===== config.mk =====
export PLATFORM = sky130hd
export DESIGN_NAME = carfield_dyn_addr_map
export DESIGN_NICKNAME = d
export VERILOG_FILES = /design/src/rtl/carfield_dyn_addr_map.sv
export SDC_FILE = /design/constraint.sdc
export NUM_CORES = 2
export LEC_CHECK = 0
export CAP_MARGIN = 20
export CORE_UTILIZATION = 30
export DETAILED_ROUTE_END_ITERATION = 10
export DONT_BUFFER_PORTS = 1
export PLACE_DENSITY_LB_ADDON = 0.12
export SLEW_MARGIN = 30
export SYNTH_ARGS = -nofsm -noshare
export SYNTH_HDL_FRONTEND = slang
export SYNTH_SLANG_ARGS = --single-unit

===== constraint.sdc =====
create_clock -name clk_i -period 5.9 [get_ports clk_i]
set_clock_uncertainty 0.2 [all_clocks]
set_input_delay 1.77 -clock clk_i [delete_from_list [all_inputs] [get_ports clk_i]]
set_output_delay 1.77 -clock clk_i [all_outputs]
set_load 0.05 [all_outputs]

===== src/rtl/carfield_dyn_addr_map.sv =====
// rtl/carfield_dyn_addr_map.sv - run-time reprogrammable address decoder with shadow table and drained commit
//
// Decodes a lookup address against NumRules [start, end) regions; the lowest
// enabled matching rule supplies the target index, a miss returns DefaultIdx.
// Software edits a shadow table; a commit waits until every decoded transaction
// has completed, then copies shadow to active in a single cycle.
//
// Optional feature macro: CARFIELD_ADDR_MAP_LOCK_EN adds lock_i / locked_o, a
// sticky lock that freezes the map until reset.
//
// Ports:
//   clk_i, rst_ni                     clock, async active-low reset
//   cfg_valid_i/cfg_ready_o           shadow-table write handshake
//   cfg_rule_i, cfg_start_i/end_i,
//   cfg_idx_i, cfg_en_i               rule number, region, target index, enable
//   commit_i/commit_done_o            commit request, one-cycle done pulse
//   addr_valid_i/addr_ready_o/addr_i  lookup request
//   dec_valid_o/dec_ready_i,
//   dec_hit_o/dec_idx_o               registered decode result
//   txn_done_i                        one decoded transaction completed
//   lock_i/locked_o                   (lock build only) sticky map lock
//   outstanding_o, busy_o             in-flight count, commit in progress
module carfield_dyn_addr_map #(
  parameter int NumRules       = 5,
  parameter int AddrWidth      = 48,
  parameter int IdxWidth       = 3,
  parameter int MaxOutstanding = 8,
  parameter int DefaultIdx     = 0,
  parameter int RuleWidth      = (NumRules > 1) ? $clog2(NumRules) : 1,
  parameter int OutWidth       = $clog2(MaxOutstanding + 1),
  // rule 4..0: integer cluster, mailbox, safety island, L2 port 2, L2 port 1
  parameter logic [NumRules-1:0][AddrWidth-1:0] RstStart = {
    48'h0000_5000_0000, 48'h0000_4000_0000, 48'h0000_6000_0000,
    48'h0000_7820_0000, 48'h0000_7800_0000},
  parameter logic [NumRules-1:0][AddrWidth-1:0] RstEnd = {
    48'h0000_5080_0000, 48'h0000_4000_1000, 48'h0000_6080_0000,
    48'h0000_7840_0000, 48'h0000_7820_0000},
  parameter logic [NumRules-1:0][IdxWidth-1:0] RstIdx = {
    3'd4, 3'd3, 3'd2, 3'd1, 3'd0},
  parameter logic [NumRules-1:0] RstEn = 5'b11111
) (
  input  logic                 clk_i,
  input  logic                 rst_ni,
  input  logic                 cfg_valid_i,
  output logic                 cfg_ready_o,
  input  logic [RuleWidth-1:0] cfg_rule_i,
  input  logic [AddrWidth-1:0] cfg_start_i,
  input  logic [AddrWidth-1:0] cfg_end_i,
  input  logic [IdxWidth-1:0]  cfg_idx_i,
  input  logic                 cfg_en_i,
  input  logic                 commit_i,
  output logic                 commit_done_o,
  input  logic                 addr_valid_i,
  output logic                 addr_ready_o,
  input  logic [AddrWidth-1:0] addr_i,
  output logic                 dec_valid_o,
  input  logic                 dec_ready_i,
  output logic                 dec_hit_o,
  output logic [IdxWidth-1:0]  dec_idx_o,
  input  logic                 txn_done_i,
`ifdef CARFIELD_ADDR_MAP_LOCK_EN
  input  logic                 lock_i,
  output logic                 locked_o,
`endif
  output logic [OutWidth-1:0]  outstanding_o,
  output logic                 busy_o
);

  typedef enum logic [1:0] {Idle, Drain, Commit} state_t;

  state_t stateQ, stateD;

  logic [AddrWidth-1:0] actStart [NumRules];
  logic [AddrWidth-1:0] actEnd   [NumRules];
  logic [IdxWidth-1:0]  actIdx   [NumRules];
  logic                 actEn    [NumRules];
  logic [AddrWidth-1:0] shdStart [NumRules];
  logic [AddrWidth-1:0] shdEnd   [NumRules];
  logic [IdxWidth-1:0]  shdIdx   [NumRules];
  logic                 shdEn    [NumRules];

  logic                locked;
  logic                cfgFire, addrFire, decFire, doneDec;
  logic                lookupHit;
  logic [IdxWidth-1:0] lookupIdx;
  logic [OutWidth:0]   effCount;

`ifdef CARFIELD_ADDR_MAP_LOCK_EN
  always_ff @(posedge clk_i or negedge rst_ni) begin
    if (!rst_ni) begin
      locked <= 1'b0;
    end else if (lock_i && stateQ == Idle) begin
      locked <= 1'b1;
    end
  end
  assign locked_o = locked;
`else
  assign locked = 1'b0;
`endif

  assign cfg_ready_o   = (stateQ == Idle) && !locked;
  assign commit_done_o = (stateQ == Commit);
  assign busy_o        = (stateQ != Idle);

  // The result currently leaving the output register is counted too, so the
  // in-flight counter can never be pushed past MaxOutstanding.
  assign effCount     = {1'b0, outstanding_o} + {{OutWidth{1'b0}}, dec_valid_o};
  assign addr_ready_o = (stateQ == Idle) && (!dec_valid_o || dec_ready_i) &&
                        (effCount < (OutWidth+1)'(MaxOutstanding));

  assign cfgFire  = cfg_valid_i && cfg_ready_o;
  assign addrFire = addr_valid_i && addr_ready_o;
  assign decFire  = dec_valid_o && dec_ready_i;
  assign doneDec  = txn_done_i && (outstanding_o != '0);

  // Descending scan so the lowest-numbered matching rule has the last word.
  always_comb begin
    lookupHit = 1'b0;
    lookupIdx = IdxWidth'(DefaultIdx);
    for (int r = NumRules - 1; r >= 0; r--) begin
      if (actEn[r] && (addr_i >= actStart[r]) && (addr_i < actEnd[r])) begin
        lookupHit = 1'b1;
        lookupIdx = actIdx[r];
      end
    end
  end

  always_comb begin
    stateD = stateQ;
    case (stateQ)
      Idle:    if (commit_i && !locked) stateD = Drain;
      Drain:   if (outstanding_o == '0 && !dec_valid_o) stateD = Commit;
      Commit:  stateD = Idle;
      default: stateD = Idle;
    endcase
  end

  always_ff @(posedge clk_i or negedge rst_ni) begin
    if (!rst_ni) begin
      stateQ <= Idle;
    end else begin
      stateQ <= stateD;
    end
  end

  always_ff @(posedge clk_i or negedge rst_ni) begin
    if (!rst_ni) begin
      outstanding_o <= '0;
    end else if (decFire && !doneDec) begin
      outstanding_o <= outstanding_o + OutWidth'(1);
    end else if (doneDec && !decFire) begin
      outstanding_o <= outstanding_o - OutWidth'(1);
    end
  end

  always_ff @(posedge clk_i or negedge rst_ni) begin
    if (!rst_ni) begin
      dec_valid_o <= 1'b0;
      dec_hit_o   <= 1'b0;
      dec_idx_o   <= IdxWidth'(DefaultIdx);
    end else if (addrFire) begin
      dec_valid_o <= 1'b1;
      dec_hit_o   <= lookupHit;
      dec_idx_o   <= lookupIdx;
    end else if (decFire) begin
      dec_valid_o <= 1'b0;
    end
  end

  always_ff @(posedge clk_i or negedge rst_ni) begin
    if (!rst_ni) begin
      for (int r = 0; r < NumRules; r++) begin
        actStart[r] <= RstStart[r];
        actEnd[r]   <= RstEnd[r];
        actIdx[r]   <= RstIdx[r];
        actEn[r]    <= RstEn[r];
        shdStart[r] <= RstStart[r];
        shdEnd[r]   <= RstEnd[r];
        shdIdx[r]   <= RstIdx[r];
        shdEn[r]    <= RstEn[r];
      end
    end else begin
      for (int r = 0; r < NumRules; r++) begin
        if (cfgFire && int'(cfg_rule_i) == r) begin
          shdStart[r] <= cfg_start_i;
          shdEnd[r]   <= cfg_end_i;
          shdIdx[r]   <= cfg_idx_i;
          shdEn[r]    <= cfg_en_i;
        end
        if (stateQ == Commit) begin
          actStart[r] <= shdStart[r];
          actEnd[r]   <= shdEnd[r];
          actIdx[r]   <= shdIdx[r];
          actEn[r]    <= shdEn[r];
        end
      end
    end
  end

endmodule


==> results.py <==
metrics = {
    "run_status": {
        "outcome": "complete, no violations",
    },
    "drt": {
        "first_pass_iters": 5,
        "via_count": 31500,
        "first_iter_violations": 1781,
        "drcViolationCount": 0,
        "viasPerCell": 4.73,
        "wirelength_um": 140000,
        "ant_nets": 0,
        "wire_per_inst_um": 21.0,
    },
    "pwr": {
        "power_leakage_nw": 24.5,
        "ir_drop_mv": 0.238,
        "cellPowerDensity_nw_per_um2": 405,
    },
    "critical_path": {
        "cp.buffers_inverters": 2,
        "worst_r2r_endpoint": "dec_idx_o[2]",
        "worstPathRequired_ns": 6.32,
        "worstSetupEndpointType": "flop",
        "worstPathMaxFanout": 6,
        "r2r_slack_ns": 1.99,
        "r2r_start": "actStart[30]",
        "crit_type": "input pin to flop",
        "slowest_stage": "a2111oi_0",
        "cpPeakStageDelay_ns": 0.63,
        "critPathTopFamily": "compound AO/OA/AOI/OAI gates",
        "worstRegToRegCells": 11,
        "cp.arrival_ns": 4.89,
        "crit_path_cell_trace": "inv_1 -> ha_1 -> nand2b_1 -> a21o_1 -> a2111oi_0 -> buf_4 -> o211ai_1 -> o2111ai_1 -> nand4b_1 -> and4_1 -> or4_1 -> o221ai_1",
        "worstSetupStartpointType": "input pin",
    },
    "clock_network": {
        "cts_tree": "built",
        "cts_sinks": 1011,
        "cts_setup_buffers": 0,
        "cts-hold-fix-buffers": 0,
        "clkTransAtPathRegs_ns": 0.06,
        "cts_buffers": 117,
        "cts.htree.levels": 3,
        "cts_buffer_depth": 3,
        "cts_root_buf": "clkbuf_16",
        "insertion_delay_ns": 0.74,
        "cts.repair.resized": 0,
    },
    "finish": {
        "nFillCells": 16200,
        "post-route-util_pct": 34.5,
        "final_area_um2": 55300,
        "final_common_cell": "dfrtp_1",
        "register_area_um2": 25400,
        "layout_common_cells": "dfrtp_1, nand2_1, o21ai_0, mux2_2, inv_1",
        "multi_input_area_um2": 20600,
        "layout-drive-gt1-share_pct": 19.3,
        "area_delta_synth_final_pct": 14.3,
        "layout.nets": 5033,
    },
    "timing": {
        "setup_viol": 0,
        "slew_headroom_pct": 36.6,
        "fmaxAchievable_ghz": 0.224,
        "period_share_pct": 75.8,
        "rsz0062_at_grt": "false",
        "holdWs_ns": 0.251,
        "maxSlewViolCount": 0,
        "setup_slack_ns": 1.43,
        "tightestPinTransition_ns": 0.943,
        "min_period_ns": 4.47,
        "hold_viol_final": 0,
        "setup_tns_ns": 0,
    },
    "flow_run": {
        "cap_violations": 0,
    },
    "synthesis": {
        "syn_area_um2": 48400,
        "synth-async-reset-ratio_pct": 100,
        "yosysWarnings": 0,
        "seq_area_frac_synth_pct": 52.5,
        "synth_edf_count": 0,
        "synth_cell_types": 64,
        "synth_flop_cell": "dfrtp_1",
        "ys_ff_latch": 1011,
        "syn-num-nets": 5022,
        "syn-instance-count": 4385,
        "avgSynthCellArea_um2": 11.0,
    },
    "grt": {
        "overflow": 0,
        "antenna_found_initial": 15,
        "grt_max_degree": 192,
        "grt_use_total_pct": 17.4,
        "grt_pass1_wl_um": 212000,
        "grt_pass1_vias": 31900,
    },
    "placed_design": {
        "placed_cell_area_um2": 51300,
        "io_buffers": 0,
        "gp_congestion": 0.793,
        "hpwlAfterDp_um": 95900,
        "dp_slack_ns": 0.688,
    },
    "floorplan": {
        "core.rowCount": 147,
        "die_h_um": 404,
        "coreArea_um2": 160000,
        "die_area_um2": 163000,
        "ios": 171,
        "die_width_um": 404,
        "initial_core_util_pct": 30.2,
    },
    "worst_hold_path": {
        "hp-class": "flop to flop",
        "holdPathStages": 2,
        "min_from": "shdEnd[237]",
        "worstHoldEndpoint": "actEnd[237]",
    },
}
## state kept, by name (all words and copies together), names as in the netlist, 4 cells and up
register and flops:
actEn 5, shdIdx 15, outstanding_o 4, actStart 240, shdEn 5, actEnd 240
shdStart 240, shdEnd 240, actIdx 15
## cell type report
class,instances,share of cell area (%)
diodes,3,0.0136
clock buffers,178,6.29
clock inverters,37,0.974
inverters,492,3.34
multi-input cells,2717,37.2
flip-flops and latches,1011,45.9
well taps,2160,4.88
repair buffers,57,1.40
## power breakdown
group	internal (mW)	switching, mW
combinational	2.24	2.43
clock	4.57	3.05
sequential	9.14	0.962
## cell families (layout without fill, tap and decap cells)
logic type,count (synthesis),in the layout,synth area share (%)
compound gates,882,882,10.2
fa+ha+maj,479,479,12.4
simple gates,826,826,7.46
xor+xnor,4,4,0.0724
mux,526,526,12.2
other cells,0,3,0
flops,1011,1011,52.5
buf+inv,657,764,5.10
## Yosys cell counts, types with 31 or more instances
| cell | n | area, um^2 |
|---|---|---|
| clkbuf_1 | 152 | 571 |
| o21ai_0 | 541 | 2710 |
| nor2_1 | 48 | 180 |
| dfrtp_1 | 927 | 23200 |
| dfstp_2 | 84 | 2210 |
| a21o_1 | 59 | 443 |
| ha_1 | 478 | 5980 |
| inv_1 | 492 | 1850 |
| nand4_1 | 79 | 494 |
| nand3_1 | 31 | 155 |
| mux2_2 | 526 | 5920 |
| a21oi_1 | 151 | 756 |
| nand2_1 | 572 | 2150 |
## stage by stage
stage | std cells | power [mW]
2_1_floorplan | 4385 | 13.4
3_3_place_gp | 6431 | 14.8
3_5_place_dp | 6436 | 15.0
5_1_grt | 6652 | 23.9
4_1_cts | 6651 | 22.8
6_report | 6655 | 22.4
## worst reg2reg max path, stage by stage (launching register included)
cell and delay (ns):
dfstp_2 0.52, inv_1 0.05, ha_1 0.32, nand4_1 0.17
or4_1 0.68, nor4_1 0.49, a2111oi_0 0.20, nor4_1 0.42
buf_4 0.20, nand2_1 0.07, o221a_2 0.27, o221ai_1 0.19
## worst max-delay path by stage
stage | startpoint | endpoint | slack, ns | depth (start not counted)
finish | addr_i[0] | dec_idx_o[0] | 1.43 | 12
global route | addr_i[0] | dec_idx_o[2] | 1.20 | 12
CTS | addr_i[30] | dec_idx_o[2] | 1.44 | 10
detailed placement | addr_i[30] | dec_idx_o[2] | 0.69 | 10
global placement | addr_i[14] | dec_idx_o[2] | 0.59 | 11
floorplan | dec_ready_i | addr_ready_o | 0.97 | 2
## metal layers
metal  routed length, um  vias up  share of wire (%)  GRT usage (%)
li1                    -    15100                  -              -
met1               66200    15800                 47           24.0
met2               63900      419                 46           27.7
met3                7000      158                5.0           3.67
met4                2590       12                1.9           4.13
met5                  71        -              0.051              0
(Power assumes the default switching activity.)
